<file path="src/rtl/huff_enc_ctrl.sv">
// huff_enc_ctrl -- block sequencer for the Huffman encoder core.
//
// Loads BLOCK_LEN symbols from an upstream valid/ready source into the
// encoder. It then enables encoding, packs the encoder's serial bitstream
// MSB-first into bytes, and queues the bytes in a 4-entry FIFO for a
// downstream valid/ready consumer. At block end it pulses Done and reports
// the bit count.
//
// Handshakes: a transfer happens on every rising Clk edge where valid and
// ready are both high. Valid must not depend on ready in the same cycle.
// The encoder side has no backpressure. Enc_re marks each valid Enc_bit.
//
// Optional feature: define HUFF_CTRL_WATCHDOG_EN to build a watchdog over
// ARM/STREAM that aborts the block after TIMEOUT idle cycles.
//
// Ports:
//   Clk, Reset           clock (rising edge), async active-low reset
//   Start                begin a block (only sampled in IDLE)
//   Sym_valid/ready/data upstream symbol channel
//   Enc_en, Enc_wr_en,
//   Enc_data             encoder enable, symbol write strobe, symbol
//   Enc_bit, Enc_re      encoder serial bit and bit-valid
//   Byte_valid/ready/data downstream byte channel (FIFO head)
//   Busy, Done, Bit_count status: not-IDLE, block-end pulse, bits in block
//   Err_ovf, Err_timeout sticky FIFO overflow / watchdog flags
//   Dbg_state            current FSM state
module huff_enc_ctrl #(
    parameter int unsigned BLOCK_LEN = 16,
    parameter int unsigned SYM_W     = 4,
    parameter int unsigned TIMEOUT   = 1023
) (
    input  logic             Clk,
    input  logic             Reset,
    input  logic             Start,
    input  logic             Sym_valid,
    output logic             Sym_ready,
    input  logic [SYM_W-1:0] Sym_data,
    output logic             Enc_en,
    output logic             Enc_wr_en,
    output logic [SYM_W-1:0] Enc_data,
    input  logic             Enc_bit,
    input  logic             Enc_re,
    output logic             Byte_valid,
    input  logic             Byte_ready,
    output logic [7:0]       Byte_data,
    output logic             Busy,
    output logic             Done,
    output logic [15:0]      Bit_count,
    output logic             Err_ovf,
    output logic             Err_timeout,
    output logic [2:0]       Dbg_state
);

    typedef enum logic [2:0] {
        S_IDLE   = 3'd0,
        S_LOAD   = 3'd1,
        S_ARM    = 3'd2,
        S_STREAM = 3'd3,
        S_FLUSH  = 3'd4,
        S_DONE   = 3'd5
    } state_t;

    localparam logic [7:0] SYM_LAST = 8'(BLOCK_LEN - 1);

    state_t      state, state_nxt;
    logic [7:0]  sym_cnt;
    logic [15:0] bit_cnt;
    logic [2:0]  bit_pos;     // bits currently held in shreg (mod 8)
    logic [7:0]  shreg;
    logic        start_go, sym_hs, bit_take, pad_push, byte_push, wd_fire;
    logic [7:0]  push_data;
    logic [2:0]  pad_sh;

    // FIFO storage
    logic [7:0]  fifo_mem [4];
    logic [1:0]  rd_ptr, wr_ptr;
    logic [2:0]  fifo_cnt;
    logic        fifo_full, pop, do_write;

    assign start_go   = (state == S_IDLE) && Start;
    assign Sym_ready  = (state == S_LOAD);
    assign sym_hs     = Sym_valid && Sym_ready;
    assign Enc_en     = (state == S_LOAD) || (state == S_ARM) || (state == S_STREAM);
    assign Busy       = (state != S_IDLE);
    assign Done       = (state == S_DONE);
    assign Dbg_state  = state;

    // The residual k bits sit in the low end of shreg; shift them up by 8-k
    // to left-align them. (0 - k) mod 8 equals 8 - k for k in 1..7.
    assign pad_sh    = 3'd0 - bit_pos;
    assign byte_push = (bit_take && (bit_pos == 3'd7)) || pad_push;
    assign push_data = pad_push ? (shreg << pad_sh) : {shreg[6:0], Enc_bit};

    always_comb begin
        state_nxt = state;
        bit_take  = 1'b0;
        pad_push  = 1'b0;
        case (state)
            S_IDLE:   if (Start) state_nxt = S_LOAD;
            S_LOAD:   if (sym_hs && (sym_cnt == SYM_LAST)) state_nxt = S_ARM;
            S_ARM:    if (Enc_re) begin
                          bit_take  = 1'b1;
                          state_nxt = S_STREAM;
                      end
            S_STREAM: if (Enc_re) bit_take = 1'b1;
                      else        state_nxt = S_FLUSH;
            S_FLUSH:  if (bit_pos != 3'd0)    pad_push  = 1'b1;
                      else if (fifo_cnt == 3'd0) state_nxt = S_DONE;
            S_DONE:   state_nxt = S_IDLE;
            default:  state_nxt = S_IDLE;
        endcase
        if (wd_fire) state_nxt = S_DONE;
    end

    always_ff @(posedge Clk or negedge Reset) begin
        if (!Reset) begin
            state     <= S_IDLE;
            sym_cnt   <= '0;
            bit_cnt   <= '0;
            bit_pos   <= '0;
            shreg     <= '0;
            Enc_wr_en <= 1'b0;
            Enc_data  <= '0;
            Bit_count <= '0;
            Err_ovf   <= 1'b0;
        end else begin
            state     <= state_nxt;
            Enc_wr_en <= sym_hs;
            if (sym_hs) Enc_data <= Sym_data;
            if (start_go) begin
                sym_cnt <= '0;
                bit_cnt <= '0;
                bit_pos <= '0;
                shreg   <= '0;
                Err_ovf <= 1'b0;
            end else begin
                if (sym_hs) sym_cnt <= sym_cnt + 8'd1;
                if (bit_take) begin
                    shreg   <= {shreg[6:0], Enc_bit};
                    bit_pos <= bit_pos + 3'd1;
                    if (bit_cnt != 16'hFFFF) bit_cnt <= bit_cnt + 16'd1;
                end else if (pad_push) begin
                    bit_pos <= '0;
                end
                if (byte_push && fifo_full && !pop) Err_ovf <= 1'b1;
            end
            // Latch on entry so Bit_count is already valid during Done.
            if ((state_nxt == S_DONE) && (state != S_DONE)) Bit_count <= bit_cnt;
        end
    end

    // Byte FIFO. A push while full is accepted only if a pop frees the
    // head slot in the same cycle; otherwise the byte is dropped.
    assign fifo_full  = (fifo_cnt == 3'd4);
    assign Byte_valid = (fifo_cnt != 3'd0);
    assign Byte_data  = fifo_mem[rd_ptr];
    assign pop        = Byte_valid && Byte_ready;
    assign do_write   = byte_push && (!fifo_full || pop);

    always_ff @(posedge Clk or negedge Reset) begin
        if (!Reset) begin
            rd_ptr   <= '0;
            wr_ptr   <= '0;
            fifo_cnt <= '0;
            for (int i = 0; i < 4; i++) fifo_mem[i] <= '0;
        end else if (wd_fire) begin
            rd_ptr   <= '0;
            wr_ptr   <= '0;
            fifo_cnt <= '0;
        end else begin
            if (do_write) begin
                fifo_mem[wr_ptr] <= push_data;
                wr_ptr           <= wr_ptr + 2'd1;
            end
            if (pop) rd_ptr <= rd_ptr + 2'd1;
            fifo_cnt <= fifo_cnt + {2'b00, do_write} - {2'b00, pop};
        end
    end

`ifdef HUFF_CTRL_WATCHDOG_EN
    localparam int unsigned WD_W = $clog2(TIMEOUT + 1);
    logic [WD_W-1:0] wd_cnt;
    logic            wd_run;

    assign wd_run  = (state == S_ARM) || (state == S_STREAM);
    // Fires on the TIMEOUT-th consecutive cycle without Enc_re.
    assign wd_fire = wd_run && !Enc_re && (wd_cnt == WD_W'(TIMEOUT - 1));

    always_ff @(posedge Clk or negedge Reset) begin
        if (!Reset) begin
            wd_cnt      <= '0;
            Err_timeout <= 1'b0;
        end else begin
            if (!wd_run || Enc_re) wd_cnt <= '0;
            else                   wd_cnt <= wd_cnt + 1'b1;
            if (start_go)     Err_timeout <= 1'b0;
            else if (wd_fire) Err_timeout <= 1'b1;
        end
    end
`else
    assign wd_fire     = 1'b0;
    assign Err_timeout = 1'b0;
`endif

endmodule
</file>
<file path="config.mk">
export PLATFORM = sky130hd
export DESIGN_NAME = huff_enc_ctrl
export DESIGN_NICKNAME = d
export VERILOG_FILES = /design/src/rtl/huff_enc_ctrl.sv
export SDC_FILE = /design/constraint.sdc
export NUM_CORES = 1
export LEC_CHECK = 0
export CAP_MARGIN = 30
export CORE_MARGIN = 8
export CORE_UTILIZATION = 30
export CTS_BUF_LIST = sky130_fd_sc_hd__clkbuf_2 sky130_fd_sc_hd__clkbuf_4 sky130_fd_sc_hd__clkbuf_8
export CTS_CLUSTER_SIZE = 40
export DETAILED_ROUTE_END_ITERATION = 7
export GPL_TIMING_DRIVEN = 0
export PLACE_DENSITY = 0.54
export SYNTH_ARGS = -nofsm -noshare
export SYNTH_HDL_FRONTEND = slang
export SYNTH_SLANG_ARGS = --single-unit
export TNS_END_PERCENT = 20
</file>
<file path="constraint.sdc">
create_clock -name Clk -period 6.1 [get_ports Clk]
set_clock_uncertainty 0.05 [all_clocks]
set_input_delay 0.915 -clock Clk [delete_from_list [all_inputs] [get_ports Clk]]
set_output_delay 0.915 -clock Clk [all_outputs]
set_load 0.02 [all_outputs]
</file>
; After elaboration in Yosys (flattened, before gate mapping)
; Cells that the tools add are included.
[totals]
register_bits = 99
out_inout_bits = 39
[classes]
n_eq_ne = 11
shifts = 1
add_sub_neg = 8
reduce_logical = 28
muxes = 30
order_cmp = 3
bitwise_logic = 2
[op_table]
columns = cell, n
row1 = 2-to-1 mux 8 bit, 8
row2 = 2-to-1 mux 16 bit, 3
row3 = bitwise mux 32 bit, 1
row4 = 2-to-1 mux 3 bit, 9
row5 = adder 16 x 1 -> 16 bit (second input constant), 1
row6 = binary-select mux 8 bit (select 2 bit), 1
row7 = demux 8 bit (select 2 bit), 1
row8 = != test 16 bit (second input constant), 1
row9 = equality test 3 bit (second input constant), 5
row10 = one-hot mux 3 bit (5 select lines), 1
row11 = nonzero test 3 bit, 4
row12 = logical AND 1 bit, 10
row13 = adder 8 x 1 -> 8 bit (second input constant), 1
row14 = equality test 8 x 4 -> 1 bit (second input constant), 1
row15 = nonzero test 2 bit, 4
row16 = << shifter 8 x 3 -> 8 bit, 1
row17 = equality test 3 x 2 -> 1 bit (second input constant), 2
row18 = >= comparator 3 bit (second input constant), 2
row19 = logical NOT 3 bit, 2
row20 = 2-to-1 mux 1 bit, 6
row21 = NOT 2 -> 3 bit, 2
row22 = adder 2 x 1 -> 2 bit (second input constant), 2
row23 = logical OR 1 bit, 4
row24 = adder 3 x 1 -> 3 bit, 1
row25 = 9 further kinds, 10

; Depth between registers and ports, before layout
; Gate-level depths: netlist of run 1.
[logic_depth]
ltp_word = 9
mapped_depth = 16

; Worst setup path before layout of run 1
; OpenSTA, ideal clock, no wires.
[synth_timing]
kind = flip-flop to flip-flop
start = register bit_pos[0]
end = register fifo_cnt[2]
stages_incl_launch_ff = 17
setup_time_ns = 0.125
setup_slack_ns = 2.453
t_arrival_ns = 3.473
path_buffers = 3
cell_sequence = dfrtp_1 > clkbuf_1 > clkbuf_1 > inv_1 > ha_1 > ha_1 > or4b_1 > clkbuf_1 > a21boi_2 > inv_2 > ha_1 > inv_1 > ha_1 > inv_1 > fa_1 > xnor2_1 > xnor2_1
[synth_via]
elab_chain_cells = 7
word_cells_on_any_way = 9
[synth_lines]
columns = element, line
row1 = from (decl), 68  ; logic [2:0] bit_pos;
row2 = from (signal assigned), 140  ; bit_pos <= bit_pos + 3'd1;
row3 = nonzero test 3 bit, 107  ; S_FLUSH: if (bit_pos != 3'd0) pad_push = 1'b1;
row4 = 2-to-1 mux 1 bit, 107
row5 = 2-to-1 mux 1 bit, 98  ; case (state)
row6 = logical OR 1 bit (*), 91  ; assign byte_push = (bit_take && (bit_pos == 3'd7)) || pad_push;
row7 = logical AND 1 bit (*), 158  ; assign do_write = byte_push && (!fifo_full || pop);
row8 = adder 3 x 1 -> 3 bit (*), 176  ; fifo_cnt <= fifo_cnt + {2'b00, do_write} - {2'b00, pop};
row9 = subtractor 3 x 1 -> 3 bit (*), 176
row10 = to (signal assigned), 176
row11 = to (decl), 77  ; logic [2:0] fifo_cnt;
; Mark *: on every way between the ends. The rest lies on a longest branch, timed or not.
; A chain may end at the register's enable or synchronous reset.

; Final worst setup path of run 1
; Same ends and word-level chain as after synthesis.

==> results.sh, run 1 <==
export IMPL_status="finished clean"
export IMPL_clock_sinks=99
export IMPL_first_pass_iters=4
export IMPL_dp_cells=721
export IMPL_post_dp_hpwl_microns=8020
export IMPL_crit_top_cell="ha_1"
export IMPL_syn_to_final_growth_pct=20.0
export IMPL_switching_share=0.322
export IMPL_pwr_share_seq=0.467
export IMPL_ir_drop_mv=0.137
export IMPL_holdBufCountCts=0
export IMPL_gp_congestion=0.801
export IMPL_final_antenna_net_count=0
export IMPL_ys_ff_latch=99
export IMPL_dp_slack_ps=2020
export IMPL_clockBufferDepth=2
export IMPL_htreeDepth=3
export IMPL_cts_tree="built"
export IMPL_nFillCells=1622
export IMPL_postSynth_asyncResetShare=1.00
export IMPL_timing_hold_ws_ps=422
export IMPL_ctsResizeCount=0
export IMPL_synthMostInstantiatedCell="dfrtp_1"
export IMPL_max_freq_ghz=0.244
export IMPL_synth_largest_area_cell="dfrtp_1"
export IMPL_rows=46
export IMPL_power_leakage_nw=2.40
export IMPL_clockPowerShare=0.264
export IMPL_via_per_inst=4.89
export IMPL_worstPathRequired_ps=6360
export IMPL_start_util=0.306
export IMPL_synth_distinct_cells=54
export IMPL_clk_pin_slew_ps=90
export IMPL_worstPathCellList="clkbuf_1 > clkbuf_1 > inv_1 > ha_1 > ha_1 > or4b_1 > clkbuf_1 > a21boi_2 > inv_2 > ha_1 > inv_1 > ha_1 > inv_1 > fa_1 > xnor2_1 > xnor2_1"
export IMPL_syn_area_sq_mm=0.00484
export IMPL_drive_above_1_share=0.0944
export IMPL_grt_usage=0.117
export IMPL_nNetsFinal=540
export IMPL_critical_path_max_stage_delay_ps=520
export IMPL_fp_dieW_microns=143
export IMPL_die_h_microns=143
export IMPL_setup_tns_ps=0
export IMPL_coreArea_sq_mm=0.0158
export IMPL_period_minus_slack_ps=4100
export IMPL_setup_ws_ps=2000
export IMPL_grt_pass1_wl_microns=18800
export IMPL_hold_violations=0
export IMPL_grt_antenna_before_repair=0
export IMPL_synth_avg_cell_area_sq_um=10.6
export IMPL_dr_first_iter_drc_count=130
export IMPL_synth_area_leaders="dfrtp_1, nand2_1, mux4_2"
export IMPL_maxCapViolations=0
export IMPL_hp_class="in2async"
export IMPL_drc_errors=0
export IMPL_intPower_mw=1.11
export IMPL_die_area_sq_mm=0.0204
export IMPL_grt_ovfl_total=0
export IMPL_n_antenna_cell=0
export IMPL_yosys_warnings=0
export IMPL_power_density_mw_per_mm2=282
export IMPL_cts_buffers=9
export IMPL_cp_start_kind="flop"
export IMPL_final_period_utilization=0.672
export IMPL_grt_pass1_vias=3653
export IMPL_rsz0062_at_grt="no"
export IMPL_totalPowerFinal_mw=1.63
export IMPL_clk_latency_ps=390
export IMPL_worstPathArrival_ps=4360
export IMPL_report_final_slew_viol_count=0
export IMPL_synth_top_area_frac=0.512
export IMPL_worst_pin_slew_ps=799
export IMPL_combPwrFrac=0.268
export IMPL_worstSetupEndpointType="flop"
export IMPL_path_class="reg2reg"
export IMPL_finalNonFillerCells=735
export IMPL_critPathTopFamily="adder cells"
export IMPL_synth_cells=456
export IMPL_slew_headroom=0.468
export IMPL_cp_num_buf_inv=7
export IMPL_ios=50
export IMPL_totalWireLength_microns=11300
export IMPL_synth_edff_count=0
export IMPL_grt_max_degree=66
export IMPL_io_buffers=48
export IMPL_cts_setup_buffers=0
export IMPL_p_sw_uw=526
export IMPL_path_max_fanout=10
export IMPL_clockRootBuffer="clkbuf_8"
export IMPL_vias=3596
export IMPL_yosysSeqAreaShare=0.512
export IMPL_ys_top_cells_by_count="dfrtp_1, nand2_1, o21ai_1, a21oi_1"
export IMPL_finalSetupViolCount=0
export IMPL_crit_slowest_cell="or4b_1"
export IMPL_synthFlopType="dfrtp_1"
export IMPL_avgRoutedWirePerCell_microns=15.4
export IMPL_synth_nets=480
through the flow:
| stage | instance area, sq um | util |
|---|---|---|
| after floorplan | 4840 | - |
| after global placement | 5590 | 0.353 |
| after detailed placement | 5610 | 0.355 |
| after CTS | 5800 | 0.367 |
| after global routing | 5800 | 0.367 |
| final | 5800 | 0.367 |
power by group through the flow:
stage / registers (mW) / clock network, mW / logic [mW]
finish: 0.764 / 0.432 / 0.438
global route: 0.774 / 0.471 / 0.489
CTS: 0.764 / 0.448 / 0.446
detailed placement: 0.776 / 0 / 0.446
global placement: 0.775 / 0 / 0.433
floorplan: 0.787 / 0 / 0.282
flip-flops by register name, indices dropped and copies added, names as in the netlist, 4 cells and up:
signal	count
bit_cnt	16
shreg	8
Bit_count	16
sym_cnt	8
fifo_mem	32
Enc_data	4
kinds of logic after synthesis:
logic type,synth area share
AND/OR/NAND/NOR,0.164
flip-flops,0.512
AO/OA/AOI/OAI,0.109
multiplexers,0.121
buffers and inverters,0.0365
adder cells (fa/ha/maj),0.0352
XOR/XNOR,0.0217
other,0.000775
worst paths after layout:
kind	from	slack (ps)	to	cells past startpoint
worst max-delay path	bit_pos[0]	2000	fifo_cnt[2]	16
worst min-delay path	Reset	420	rd_ptr[1]	1
worst max register to register	bit_pos[0]	2000	fifo_cnt[2]	16
worst min register to register	Enc_data[0]	440	Enc_data[0]	1
max in group asynchronous	Reset	4880	Bit_count[14]	2
min in group Clk	Enc_data[0]	440	Enc_data[0]	1
layout by cell type (no fill, tap or decap), types with 12 or more instances in the layout:
cell type / n
a21oi_1: 26
clkbuf_1: 17
clkdlybuf4s50_1: 47
dfrtp_1: 99
ha_1: 12
inv_1: 14
nand2_1: 70
nor2_1: 17
o21ai_1: 35
layout make-up:
cell class,count,area (sq um),share of cell area
sequential,99,2480,0.427
inverter,15,56.3,0.00970
clock buffer,12,153,0.0263
multi-input combinational,315,2180,0.376
buffer,27,120,0.0207
timing repair buffer,49,505,0.0871
tap,216,270,0.0466
clock inverter,2,37.5,0.00647
per-layer routing:
metal  global-route usage  up-vias  part of all wire
li1                     -     1755                 -
met1                0.149     1783              0.48
met2                0.184       48              0.47
met3               0.0381       10             0.041
met4               0.0341        0             0.012
met5                    0        -                 0
Power figures use the tool's default switching activity.
==> run 2, diff against run 1 <==
==> constraint.sdc (replaced) <==
create_clock -name Clk -period 4.1 [get_ports Clk]
set_clock_uncertainty 0.05 [all_clocks]
set_input_delay 0.615 -clock Clk [delete_from_list [all_inputs] [get_ports Clk]]
set_output_delay 0.615 -clock Clk [all_outputs]
set_load 0.02 [all_outputs]
==> run 2 against run 1 <==
Effect of this change: die area stayed put; core utilization hardly changed; cell area hardly changed; clock power is 48% higher; non-clock buffer count is 1 lower; routed wire length is 0.51% lower; first-iteration DRC count is 10% higher; via count is 0.17% lower; critical path type unchanged; largest power group unchanged.
==> results.sh, run 2 (same netlist as run 1, synthesis figures left out) <==
export IMPL_hp_class="in2async"
export IMPL_htreeDepth=3
export IMPL_report_final_slew_viol_count=0
export IMPL_n_antenna_cell=0
export IMPL_post_dp_hpwl_microns=8020
export IMPL_grt_antenna_before_repair=0
export IMPL_combPwrFrac=0.264
export IMPL_power_leakage_nw=2.41
export IMPL_p_sw_uw=778
export IMPL_cts_buffers=9
export IMPL_clock_sinks=99
export IMPL_vias=3590
export IMPL_via_per_inst=4.89
export IMPL_max_freq_ghz=0.271
export IMPL_drc_errors=0
export IMPL_post_route_cell_area_sq_mm=0.00581
export IMPL_largest_register="fifo_mem"
export IMPL_status="finished clean"
export IMPL_grt_pass1_vias=3654
export IMPL_avgRoutedWirePerCell_microns=15.3
export IMPL_first_pass_iters=4
export IMPL_top_layer="met4"
export IMPL_grt_pass1_wl_microns=18800
export IMPL_clockRootBuffer="clkbuf_8"
export IMPL_place_area_sq_mm=0.00561
export IMPL_maxCapViolations=0
export IMPL_coreArea_sq_mm=0.0158
export IMPL_dr_wl_met2_microns=5310
export IMPL_die_h_microns=143
export IMPL_grt_ovfl_total=0
export IMPL_die_area_sq_mm=0.0204
export IMPL_grt_max_degree=66
export IMPL_path_max_fanout=10
export IMPL_final_common_cell="dfrtp_1"
export IMPL_setup_ws_ps=405
export IMPL_rsz0062_at_grt="no"
export IMPL_dr_first_iter_drc_count=143
export IMPL_slew_headroom=0.470
export IMPL_period_minus_slack_ps=3690
export IMPL_dp_slack_ps=18.2
export IMPL_hold_violations=0
export IMPL_wl_met1_microns=5320
export IMPL_worstSetupEndpointType="flop"
export IMPL_totalWireLength_microns=11200
export IMPL_io_buffers=48
export IMPL_drive_above_1_share=0.0965
export IMPL_cp_start_kind="flop"
export IMPL_gp_congestion=0.801
export IMPL_clockBufferDepth=2
export IMPL_finalSetupViolCount=0
export IMPL_clockPowerShare=0.264
export IMPL_worstPathRequired_ps=4360
export IMPL_largestRegisters="fifo_mem x32, Bit_count x16, bit_cnt x16"
export IMPL_switching_share=0.321
export IMPL_layout_common_cells="dfrtp_1, nand2_1, clkdlybuf4s50_1"
export IMPL_path_class="reg2reg"
export IMPL_intPower_mw=1.65
export IMPL_fp_dieW_microns=143
export IMPL_timing_hold_ws_ps=128
export IMPL_grt_usage=0.117
export IMPL_setup_tns_ps=0
export IMPL_rows=46
export IMPL_power_density_mw_per_mm2=418
export IMPL_final_period_utilization=0.901
export IMPL_clk_latency_ps=390
export IMPL_syn_to_final_growth_pct=20.1
export IMPL_routed_wl_met3_microns=469
export IMPL_worstPathArrival_ps=3950
export IMPL_clk_pin_slew_ps=90
export IMPL_start_util=0.306
export IMPL_final_antenna_net_count=0
export IMPL_largest_register_ffs=32
export IMPL_pwr_share_seq=0.472
export IMPL_ios=50
export IMPL_nFillCells=1619
export IMPL_worst_pin_slew_ps=796
export IMPL_nNetsFinal=539
export IMPL_ir_drop_mv=0.202
export IMPL_cts_setup_buffers=0
export IMPL_cts_tree="built"
run 2: changes by cell type in the layout (fill, tap and decap cells not counted), sizes merged:
cell	before	now
clkbuf	29	28
run 2: metrics by stage:
stage               power, mW  utilization  std cells
floorplan                1.59            -        456
global placement         1.80        0.353        720
detailed placement       1.82        0.355        721
CTS                      2.47        0.367        735
global route             2.58        0.367        734
finish                   2.43        0.367        734
run 2: layer usage:
metal | up-vias | global-route usage
met4 | 0 | 0.0341
met1 | 1772 | 0.149
met5 | - | 0
met3 | 10 | 0.0381
met2 | 55 | 0.184
li1 | 1753 | -
run 2: path summary, 6_finish.rpt:
| kind | startpoint | end | slack [ps] | depth (start not counted) |
|---|---|---|---|---|
| max in group asynchronous | Reset | Bit_count[14] | 3170 | 2 |
| max reg2reg | bit_pos[0] | fifo_cnt[2] | 410 | 15 |
| min in group Clk | Enc_data[0] | Enc_data[0] | 440 | 1 |
| max | bit_pos[0] | fifo_cnt[2] | 410 | 15 |
| min reg2reg | Enc_data[0] | Enc_data[0] | 440 | 1 |
| min | Reset | rd_ptr[1] | 130 | 1 |
run 2: timing repair:
item	4_1_cts	5_1_grt
setup endpoints to repair	1	1
resized for setup	1	1
hold buffers	0	0
run 2: worst max-delay path, stage by stage, from the launching register on:
cell and delay (ps):
dfrtp_1 500, clkbuf_2 290, inv_1 90, ha_1 210
ha_1 210, or4b_1 520, clkbuf_1 210, a21boi_4 310
inv_2 50, ha_1 260, inv_1 60, ha_1 130
inv_1 40, fa_1 370, xnor2_1 180, xnor2_1 140
run 2: power by group through the flow:
stage	sequential, mW	clock (mW)	combinational [mW]
6_report	1.15	0.640	0.641
2_1_floorplan	1.17	0	0.419
4_1_cts	1.14	0.667	0.665
3_3_place_gp	1.15	0	0.644
3_5_place_dp	1.16	0	0.664
5_1_grt	1.16	0.701	0.715
run 2: cell type report:
| type | instances | area (sq um) | share of cell area |
|---|---|---|---|
| Inverter | 15 | 56.3 | 0.00969 |
| Multi-Input combinational cell | 315 | 2190 | 0.377 |
| Sequential cell | 99 | 2480 | 0.426 |
| Timing Repair Buffer | 49 | 505 | 0.0870 |
| Tap cell | 216 | 270 | 0.0465 |
| Buffer | 26 | 118 | 0.0202 |
| Clock buffer | 12 | 153 | 0.0263 |
| Clock inverter | 2 | 37.5 | 0.00646 |
